## src/rtl/enc32to5_rr_pkg.sv

```systemverilog
// Shared definitions for the 32-to-5 round-robin encoder.
//   ENC_W       number of request lines
//   ENC_IDXW    width of the offered register index
//   enc_state_e offer FSM states (IDLE: nothing offered, OFFER: idx/valid held)
package enc32to5_rr_pkg;

  localparam int ENC_W    = 32;
  localparam int ENC_IDXW = 5;

  typedef enum logic {
    ENC_IDLE  = 1'b0,
    ENC_OFFER = 1'b1
  } enc_state_e;

endpackage

```

## src/rtl/enc32to5_rr_if.sv

```systemverilog
// Event/offer bundle between the encoder and its environment.
//   req      event pulses, one bit per register
//   flush    synchronous clear of pending vector, offer and pointer
//   ready    consumer accepts idx this cycle
//   valid    idx is valid and held stable until accepted
//   idx      offered register index
//   busy     OR of the pending vector
//   overrun  sticky lost-event flag (only when ENC_OVERRUN_EN is defined)
// modport master: the encoder (drives the offer); modport slave: the consumer.
interface enc32to5_rr_if
  import enc32to5_rr_pkg::*;
#(
  parameter int W    = ENC_W,
  parameter int IDXW = ENC_IDXW
) ();

  logic [W-1:0]    req;
  logic            flush;
  logic            ready;
  logic            valid;
  logic [IDXW-1:0] idx;
  logic            busy;
`ifdef ENC_OVERRUN_EN
  logic            overrun;
`endif

  modport master (
    input  req, flush, ready,
    output valid, idx, busy
`ifdef ENC_OVERRUN_EN
    , output overrun
`endif
  );

  modport slave (
    output req, flush, ready,
    input  valid, idx, busy
`ifdef ENC_OVERRUN_EN
    , input overrun
`endif
  );

endinterface

```

## src/rtl/enc32to5_rr_rr_pick32.sv

```systemverilog
// rr_pick32: combinational round-robin picker.
//   pending  candidate vector
//   ptr      index where the scan starts (wraps modulo W)
//   found    at least one candidate bit is set
//   pick     first set bit at or after ptr, wrapping
// The vector is rotated so that bit ptr lands at position 0, a fixed-priority
// encoder finds the lowest set bit, and adding ptr back un-rotates the result
// (the add wraps naturally in IDXW bits because W is a power of two).
module rr_pick32
  import enc32to5_rr_pkg::*;
#(
  parameter int W    = ENC_W,
  parameter int IDXW = ENC_IDXW
) (
  input  logic [W-1:0]    pending,
  input  logic [IDXW-1:0] ptr,
  output logic            found,
  output logic [IDXW-1:0] pick
);

  logic [2*W-1:0]  dbl;
  logic [W-1:0]    rot;
  logic [IDXW-1:0] pos;

  assign dbl = {pending, pending};
  assign rot = W'(dbl >> ptr);

  // Scan from the top down so the lowest set bit is the last one written.
  always_comb begin
    found = 1'b0;
    pos   = '0;
    for (int i = W - 1; i >= 0; i--) begin
      if (rot[i]) begin
        found = 1'b1;
        pos   = IDXW'(i);
      end
    end
  end

  assign pick = ptr + pos;

endmodule

```

## src/rtl/enc32to5_rr.sv

```systemverilog
// enc32to5_rr: sequential 32-to-5 round-robin encoder.
// Collects per-register event pulses into a sticky pending vector and offers
// one register index at a time on a valid/ready handshake.
//   clk      rising-edge clock
//   reset_n  asynchronous active-low reset
//   bus      enc32to5_rr_if.master (req, flush, ready, valid, idx, busy[, overrun])
// Optional feature macro: ENC_OVERRUN_EN adds the sticky overrun output.
module enc32to5_rr
  import enc32to5_rr_pkg::*;
#(
  parameter int W         = ENC_W,
  parameter int IDXW      = ENC_IDXW,
  parameter bit MASK_ZERO = 1'b1
) (
  input logic            clk,
  input logic            reset_n,
  enc32to5_rr_if.master  bus
);

  enc_state_e      state_reg;
  logic [W-1:0]    pending_reg;
  logic [IDXW-1:0] ptr_reg;
  logic [IDXW-1:0] idx_reg;

  logic [W-1:0]    req_eff;
  logic [W-1:0]    clr;
  logic [W-1:0]    pending_kept;
  logic [W-1:0]    pending_next;
  logic [W-1:0]    pick_vec;
  logic [IDXW-1:0] pick_ptr;
  logic [IDXW-1:0] pick_idx;
  logic [IDXW-1:0] idx_inc;
  logic            pick_found;
  logic            accept;

  assign accept  = (state_reg == ENC_OFFER) & bus.ready;
  assign idx_inc = idx_reg + 1'b1;

  genvar gi;
  generate
    for (gi = 0; gi < W; gi++) begin : g_line
      // Line 0 is the hardwired zero register when MASK_ZERO is set.
      if (gi == 0) begin : g_zero
        assign req_eff[gi] = bus.req[gi] & ~MASK_ZERO;
      end else begin : g_other
        assign req_eff[gi] = bus.req[gi];
      end
      assign clr[gi] = accept & (idx_reg == IDXW'(gi));
    end
  endgenerate

  // A new event on the line being accepted re-arms it (req wins over clr).
  assign pending_kept = pending_reg & ~clr;
  assign pending_next = pending_kept | req_eff;

  // On accept the next pick must skip the bit just granted and start after it.
  assign pick_vec = accept ? pending_kept : pending_reg;
  assign pick_ptr = accept ? idx_inc : ptr_reg;

  rr_pick32 #(
    .W    (W),
    .IDXW (IDXW)
  ) u_pick (
    .pending (pick_vec),
    .ptr     (pick_ptr),
    .found   (pick_found),
    .pick    (pick_idx)
  );

`ifdef ENC_OVERRUN_EN
  logic overrun_reg;
`endif

  always_ff @(posedge clk or negedge reset_n) begin
    if (!reset_n) begin
      state_reg   <= ENC_IDLE;
      pending_reg <= '0;
      ptr_reg     <= '0;
      idx_reg     <= '0;
`ifdef ENC_OVERRUN_EN
      overrun_reg <= 1'b0;
`endif
    end else if (bus.flush) begin
      // flush drops same-cycle req and overrides any accept
      state_reg   <= ENC_IDLE;
      pending_reg <= '0;
      ptr_reg     <= '0;
      idx_reg     <= '0;
`ifdef ENC_OVERRUN_EN
      overrun_reg <= 1'b0;
`endif
    end else begin
      pending_reg <= pending_next;
`ifdef ENC_OVERRUN_EN
      if (|(req_eff & pending_kept)) begin
        overrun_reg <= 1'b1;
      end
`endif
      case (state_reg)
        ENC_IDLE: begin
          if (pick_found) begin
            idx_reg   <= pick_idx;
            state_reg <= ENC_OFFER;
          end
        end
        ENC_OFFER: begin
          if (bus.ready) begin
            ptr_reg <= idx_inc;
            if (pick_found) begin
              idx_reg <= pick_idx;
            end else begin
              state_reg <= ENC_IDLE;
            end
          end
        end
        default: state_reg <= ENC_IDLE;
      endcase
    end
  end

  assign bus.valid = (state_reg == ENC_OFFER);
  assign bus.idx   = idx_reg;
  assign bus.busy  = |pending_reg;
`ifdef ENC_OVERRUN_EN
  assign bus.overrun = overrun_reg;
`endif

endmodule

```

## src/flat_wrapper.sv

```systemverilog
// flat-port wrapper written by rule: the top's interface ports become plain ports
module enc32to5_rr_flat import enc32to5_rr_pkg::*;
#(
  parameter int W         = ENC_W,
  parameter int IDXW      = ENC_IDXW,
  parameter bit MASK_ZERO = 1'b1
)
  (clk, reset_n, bus_req, bus_flush, bus_ready, bus_valid, bus_idx, bus_busy);
  enc32to5_rr_if #(.W(W), .IDXW(IDXW)) bus_i ();
  input logic clk;
  input logic reset_n;
  input wire logic [$bits(bus_i.req)-1:0] bus_req;
  input wire logic [$bits(bus_i.flush)-1:0] bus_flush;
  input wire logic [$bits(bus_i.ready)-1:0] bus_ready;
  output wire logic [$bits(bus_i.valid)-1:0] bus_valid;
  output wire logic [$bits(bus_i.idx)-1:0] bus_idx;
  output wire logic [$bits(bus_i.busy)-1:0] bus_busy;
  assign bus_i.req = bus_req;
  assign bus_i.flush = bus_flush;
  assign bus_i.ready = bus_ready;
  assign bus_valid = bus_i.valid;
  assign bus_idx = bus_i.idx;
  assign bus_busy = bus_i.busy;
  enc32to5_rr #(.W(W), .IDXW(IDXW), .MASK_ZERO(MASK_ZERO)) u_core (.clk(clk), .reset_n(reset_n), .bus(bus_i));
endmodule
```

## config.mk

```make
export PLATFORM = sky130hd
export DESIGN_NAME = enc32to5_rr_flat
export DESIGN_NICKNAME = d
export VERILOG_FILES = /design/src/rtl/enc32to5_rr_pkg.sv /design/src/rtl/enc32to5_rr_if.sv /design/src/rtl/enc32to5_rr_rr_pick32.sv /design/src/rtl/enc32to5_rr.sv /design/src/flat_wrapper.sv
export SDC_FILE = /design/constraint.sdc
export NUM_CORES = 1
export LEC_CHECK = 0
export BUFFER_PORTS_ARGS = -buffer_cell sky130_fd_sc_hd__buf_2
export CAP_MARGIN = 10
export CORE_MARGIN = 2
export CORE_UTILIZATION = 25
export CTS_BUF_LIST = sky130_fd_sc_hd__clkbuf_8
export DETAILED_ROUTE_END_ITERATION = 7
export GPL_TIMING_DRIVEN = 0
export SLEW_MARGIN = 20
export SYNTH_ARGS = -nofsm -noshare
export SYNTH_HDL_FRONTEND = slang
export SYNTH_SLANG_ARGS = --single-unit
```

## constraint.sdc

```tcl
create_clock -name clk -period 5.3 [get_ports clk]
set_input_delay 1.325 -clock clk [delete_from_list [all_inputs] [get_ports clk]]
set_output_delay 1.325 -clock clk [all_outputs]
set_load 0.01 [all_outputs]
```

Word level (Yosys, flattened, before mapping)

Index checks and enable logic that the tools add are counted.

Output and inout port bits: 7
Flip-flop bits (word level): 43

Reduce and logical (&&, ||, !) cells: 5
Multiplexer cells: 78
Bitwise operators: 37
Equal/unequal tests: 32
Shift operators: 1
Add/subtract/negate cells: 2

Operators with widths:

| cell                                                             | number |
|---|---|
| 5-bit 2-to-1 mux                                                 | 39 |
| 5-bit == test (second input constant)                            | 16 |
| 32-bit 2-to-1 mux                                                | 2 |
| 64-bit by 5-bit right shift with 32-bit output                   | 1 |
| 5-bit by 4-bit == test with 1-bit output (second input constant) | 8 |
| 1-bit 2-to-1 mux                                                 | 35 |
| 1-bit AND                                                        | 33 |
| 32-bit AND                                                       | 1 |
| 32-bit NOT                                                       | 1 |
| 32-bit OR                                                        | 1 |
| 32-bit OR reduction                                              | 1 |
| 5-bit by 3-bit == test with 1-bit output (second input constant) | 4 |
| 5-bit by 2-bit == test with 1-bit output (second input constant) | 2 |
| 5-bit case mux with 2 select lines                               | 1 |
| 5-bit by 1-bit adder with 5-bit output (second input constant)   | 1 |
| 5-bit adder                                                      | 1 |
| 5-bit by 1-bit == test with 1-bit output (second input constant) | 1 |
| 5-bit logical NOT                                                | 1 |
| 2-bit nonzero test                                               | 2 |
| 3-bit inequality test (second input constant)                    | 1 |
| 1-bit case mux with 2 select lines                               | 1 |
| 2-bit AND reduction                                              | 1 |
| 1-bit NOT                                                        | 1 |

Logic depth before layout (Yosys ltp)

Word-level depth: 43
Gate-level depth with buffers: 27

Cells and area by module

Synthesis repeated with hierarchy kept, for this count alone.

Cell total of the unflattened synthesis: 551
Area, all modules: 6167.2 µm²

Modules (own cells, without submodules):

| module      | area an instance (µm²) | instances | seq. area each (µm²) | cells each |
|---|---|---|---|---|
| rr_pick32   | 4015.1                 | 1         | 0.0                  | 360 |
| enc32to5_rr | 2152.1                 | 1         | 1076.0               | 191 |

Least setup slack after synthesis

No wires, ideal clock.

Kind: input -> register
Start: in bus_ready
End: reg u_core.idx_reg[4] (netlist: u_core.bus.idx[4])
Arrival time: 5458 ps
Path slack: -282 ps
Setup time: 124 ps
Data required time: 5176 ps
Cell stages on the path: 23
Path through: and3_1 -> or2_1 -> buf_6 -> buf_4 -> mux4_2 -> o32ai_1 -> a221oi_1 -> nor2_1 -> mux2_2 -> a211oi_1 -> a211oi_1 -> o221a_2 -> o31ai_1 -> ha_1 -> inv_1 -> fa_1 -> inv_1 -> a21o_1 -> a21oi_1 -> xnor2_1 -> nor2_1 -> a22o_1 -> o31a_1

Word-level cells in the longest chain between the ends: 43
Elaborated cells between the ends (all ways): 108
Those cells by class: add/sub: 1; eq/ne: 1; shift: 1; mux: 70; bitwise: 35

RTL lines:

| element                                        | line                                   | RTL |
|---|---|---|
| start: declaration                             | flat_wrapper.sv:14                     | `input wire logic [$bits(bus_i.ready)-1:0] bus_ready;` |
| 1-bit AND                                      | enc32to5_rr.sv:36                      | `assign accept = (state_reg == ENC_OFFER) & bus.ready;` |
| 1-bit AND                                      | enc32to5_rr.sv:48                      | `assign clr[gi] = accept & (idx_reg == IDXW'(gi));` |
| 32-bit NOT                                     | enc32to5_rr.sv:53                      | `assign pending_kept = pending_reg & ~clr;` |
| 32-bit AND                                     | enc32to5_rr.sv:53                      |  |
| 32-bit 2-to-1 mux                              | enc32to5_rr.sv:57                      | `assign pick_vec = accept ? pending_kept : pending_reg;` |
| 64-bit by 5-bit right shift with 32-bit output | enc32to5_rr_rr_pick32.sv:26            | `assign rot = W'(dbl >> ptr);` |
| 5-bit 2-to-1 mux (32 in a row)                 | enc32to5_rr_rr_pick32.sv:33            | `if (rot[i]) begin` |
| 5-bit adder                                    | enc32to5_rr_rr_pick32.sv:40            | `assign pick = ptr + pos;` |
| 5-bit 2-to-1 mux                               | enc32to5_rr.sv:101, enc32to5_rr.sv:109 |  |
| 5-bit 2-to-1 mux                               | enc32to5_rr.sv:107                     | `if (bus.ready) begin` |
| 5-bit case mux with 2 select lines             | enc32to5_rr.sv:99                      | `case (state_reg)` |
| 5-bit 2-to-1 mux                               | enc32to5_rr.sv:83                      | `end else if (bus.flush) begin` |
| end signal: assignment                         | enc32to5_rr.sv:102                     | `idx_reg <= pick_idx;` |
| end signal: assignment                         | enc32to5_rr.sv:110                     | `idx_reg <= pick_idx;` |
| end: declaration                               | enc32to5_rr.sv:23                      | `logic [IDXW-1:0] idx_reg;` |

Several ways; a longest one is shown, not always the timed one. The select of a mux whose other input is x is not followed.
A chain may end at the register's enable or synchronous reset.

Final worst setup path

Same ends and word-level chain as after synthesis.

==> impl_metrics.tcl <==
set metrics [dict create \
    power.density_nw_per_um2 416.0 \
    slew_headroom_pct 54.68 \
    crit_chain "buf_12 > buf_16 > and3b_2 > buf_6 > nor4_4 > a211oi_2 > buf_4 > buf_4 > a211oi_4 > nor3_1 > a21oi_1 > nand2_1 > a21o_1 > a2111o_1 > a2bb2oi_2 > a41oi_2 > fa_2 > inv_2 > a21o_1 > a21oi_2 > xnor2_2 > nor2_1 > a22o_1 > o31a_1" \
    p_leak_nw 2.950 \
    setup_slack_ns -0.1412 \
    outcome "complete, but fails checks" \
    wl_met3_um 1933 \
    r2r-start "u_core.bus.idx[0]" \
    violations "setup timing" \
    slowest_delay_ns 0.44 \
    worst_pin_slew_ns 0.6799 \
    largest_register_ffs 32 \
    synth_fp_nets 761 \
    place_ws_ns -1.043 \
    syn_area_per_cell_um2 7.674 \
    yosys_most_used_dff "dfrtp_1" \
    max_freq_mhz 183.8 \
    max_cap_viol_count 0 \
    synth_seq_area_share_pct 19.64 \
    core_area_um2 21690 \
    final-max-slew-violation-count 0 \
    path_class "input pin to register" \
    final.setup.tns_ns -0.1778 \
    ir_drop_mv 0.1541 \
    fin_area_um2 7797 \
    row_count 54 \
    ys_ff_latch 43 \
    startpoint_type "input pin" \
    diodes 0 \
    synth.distinct_cells 89 \
    yosys.area.top_type "dfrtp_1" \
    rsz0062_at_grt "yes" \
    clock-sinks 43 \
    hpwl_um 18520 \
    synth.top_cell.area_share_pct 19.64 \
    synth_top_family_by_area "compound AO/OA/AOI/OAI gates" \
    fin_util_pct 35.95 \
    setup_viol_count_final 3 \
    drt_iter0_drc 816 \
    r2r-end "u_core.bus.idx[4]" \
    die_h_um 152.0 \
    yosys-top-cells-area "dfrtp_1 (20%), nor2_1 (6.8%), mux2i_1 (5.7%)" \
    grtUsageTotal_pct 20.65 \
    min_period_ns 5.441 \
    io_buffers 41 \
    synth_edf_count 0 \
    fp.dieW_um 152.0 \
    synth-simple-area-share_pct 24.48 \
    dieArea_um2 23120 \
    async_reset_ff_share_pct 100.0 \
    h-tree-depth 2 \
    ys_warn_count 0 \
    synthMuxAreaShare_pct 10.03 \
    area_delta_synth_final_pct 42.32 \
    synth_cells 714 \
    worstSetupStartpoint "bus_ready" \
    ant_nets 0 \
    wire_per_inst_um 22.44 \
    globalplace.congestion 1.055 \
    r2r_cells 27 \
    reg2reg_slack_ns -0.01 \
    ctsRootBufferMaster "clkbuf_8" \
    critPathArrivalTime_ns 5.65 \
    worst-path-max-fanout 8 \
    start_util_pct 25.26 \
    viasPerCell 6.098 \
    num_vias 6751 \
    endpoint_kind "register" \
    period_share_pct 102.7 \
    io_pins 43 \
    min_from "u_core.pending_reg[0]" \
    remaining_drc_errors 0 \
    final.setup_skew_ns 0.004945 \
    cts_buffers 5 \
    crit_path_top_delay_cell "fa_2" \
    top_layer "met4" \
    hold_buffers 0 \
    grt_pass1_wl_um 38570 \
    hold_class "register to register" \
    synth-compound-area-share_pct 35.56 \
    crit_required_ns 5.50 \
    grt_max_degree 44 \
    first_global_vias 6679 \
    finalHoldViolCount 0 \
    dpl_cell_area_um2 6110 \
    drive_gt1_share_pct 42.20 \
    holdPathStages 2 \
    cts_tree "done" \
    path_clk_slew_ns 0.09 \
    routed_wl_um 24840 \
    overflow 0 \
    antenna_found_initial 0 \
    clock_path_buffers 2 \
    clock_latency_ns 0.31 \
    routed-wl-met2_um 11150 \
    synth_xor_area_share_pct 0.6394 \
    holdPathEnd "u_core.pending_reg[0]" \
    dr.pass1.iters 6 \
    wl_met1_um 10300 \
    syn_area_um2 5479 \
    hold_ws_ns 0.6592 \
    synth_adder_area_share_pct 2.649 \
    fin_nets 873 \
]
==> worst max-delay path: cells and delay by family <==
family / cells / cell delay, ns
adder cells (fa/ha/maj): 1 / 0.44
XOR/XNOR: 1 / 0.15
AO/OA/AOI/OAI: 11 / 2.10
AND/OR/NAND/NOR: 5 / 0.85
buffers and inverters: 6 / 0.78
==> layer usage <==
metal,vias up,track usage (%)
li1,2984,-
met1,3268,27.11
met2,408,32.93
met3,91,2.824
met4,0,11.13
met5,-,0
==> how the worst max path moves through the flow <==
| stage | to | slack (ns) | cells past startpoint |
|---|---|---|---|
| floorplan | u_core.bus.idx[4] | 0.005 | 23 |
| detailed placement | u_core.bus.idx[4] | -1.04 | 23 |
| finish | u_core.bus.idx[4] | -0.14 | 24 |
| CTS | u_core.bus.idx[4] | -0.11 | 26 |
| global route | u_core.bus.idx[4] | -0.29 | 28 |
| global placement | u_core.bus.idx[4] | -1.02 | 23 |
==> logic make-up after synthesis <==
group,Yosys count
adders and majority gates,11
and+or+nand+nor,262
xor gates and xnor gates,4
buffers and inverters,72
AOI/OAI and AO/OA,277
DFF,43
muxes,45
==> placed cells by master (no fill, tap or decap), types with 18 or more instances in the layout <==
master,count
nor2_1,90
buf_4,77
buf_2,47
dfrtp_1,43
nand2_1,33
nor3_1,33
a21oi_1,31
mux2i_1,23
o21a_1,21
o21ai_2,18
o22ai_2,18
==> report_power, final <==
| group | internal (W) | switching [W] | leakage [nW] |
|---|---|---|---|
| Sequential | 0.000363 | 0.0000416 | 0.546 |
| Clock | 0.0000944 | 0.000131 | 0.0408 |
| Combinational | 0.00108 | 0.00153 | 2.36 |
==> synth_stat cells (4+ instances only) <==
library cell,number
a211oi_1,26
a21o_1,7
a21oi_1,42
a221oi_1,5
a22oi_1,4
a2bb2oi_1,4
a31oi_1,4
and2_1,6
and3_1,6
buf_2,26
buf_4,9
buf_6,6
clkbuf_1,12
dfrtp_1,43
ha_1,10
inv_1,16
mux2_2,6
mux2i_1,31
mux4_2,6
nand2_1,36
nand2b_1,9
nand3_1,16
nand4_1,5
nor2_1,99
nor2b_1,4
nor3_1,41
nor4_1,12
o211ai_1,14
o21a_1,21
o21ai_0,31
o21ai_1,17
o221ai_1,7
o22ai_1,38
o31ai_1,4
o32ai_1,10
or2_2,4
==> area by class of cell <==
| type | count | area [um^2] |
|---|---|---|
| fill | 2223 | 13890 |
| multi-input combinational | 599 | 5010 |
| sequential | 43 | 1076 |
| timing repair buffer | 106 | 760.7 |
| buffer | 52 | 431.7 |
| tap | 280 | 350.3 |
| inverter | 19 | 76.32 |
| clock buffer | 5 | 68.82 |
| clock inverter | 3 | 23.77 |
==> stage by stage <==
| step | power [W] | cells |
|---|---|---|
| final | 0.003243 | 1107 |
| after global routing | 0.003407 | 1107 |
| after CTS | 0.003055 | 1100 |
| after detailed placement | 0.002268 | 1035 |
| after global placement | 0.002269 | 1035 |
| after floorplan | 0.001740 | 714 |
==> repair_timing <==
| item | 4_1_cts | 5_1_grt |
|---|---|---|
| pin swaps | 52 | 19 |
| endpoints found under the hold margin | 0 | 0 |
| gates cloned | 3 | 0 |
| buffers inserted | 55 | 7 |
| resized for setup | 198 | 47 |
| endpoints found under the setup margin | 4 | 4 |
(Power assumes the default switching activity.)
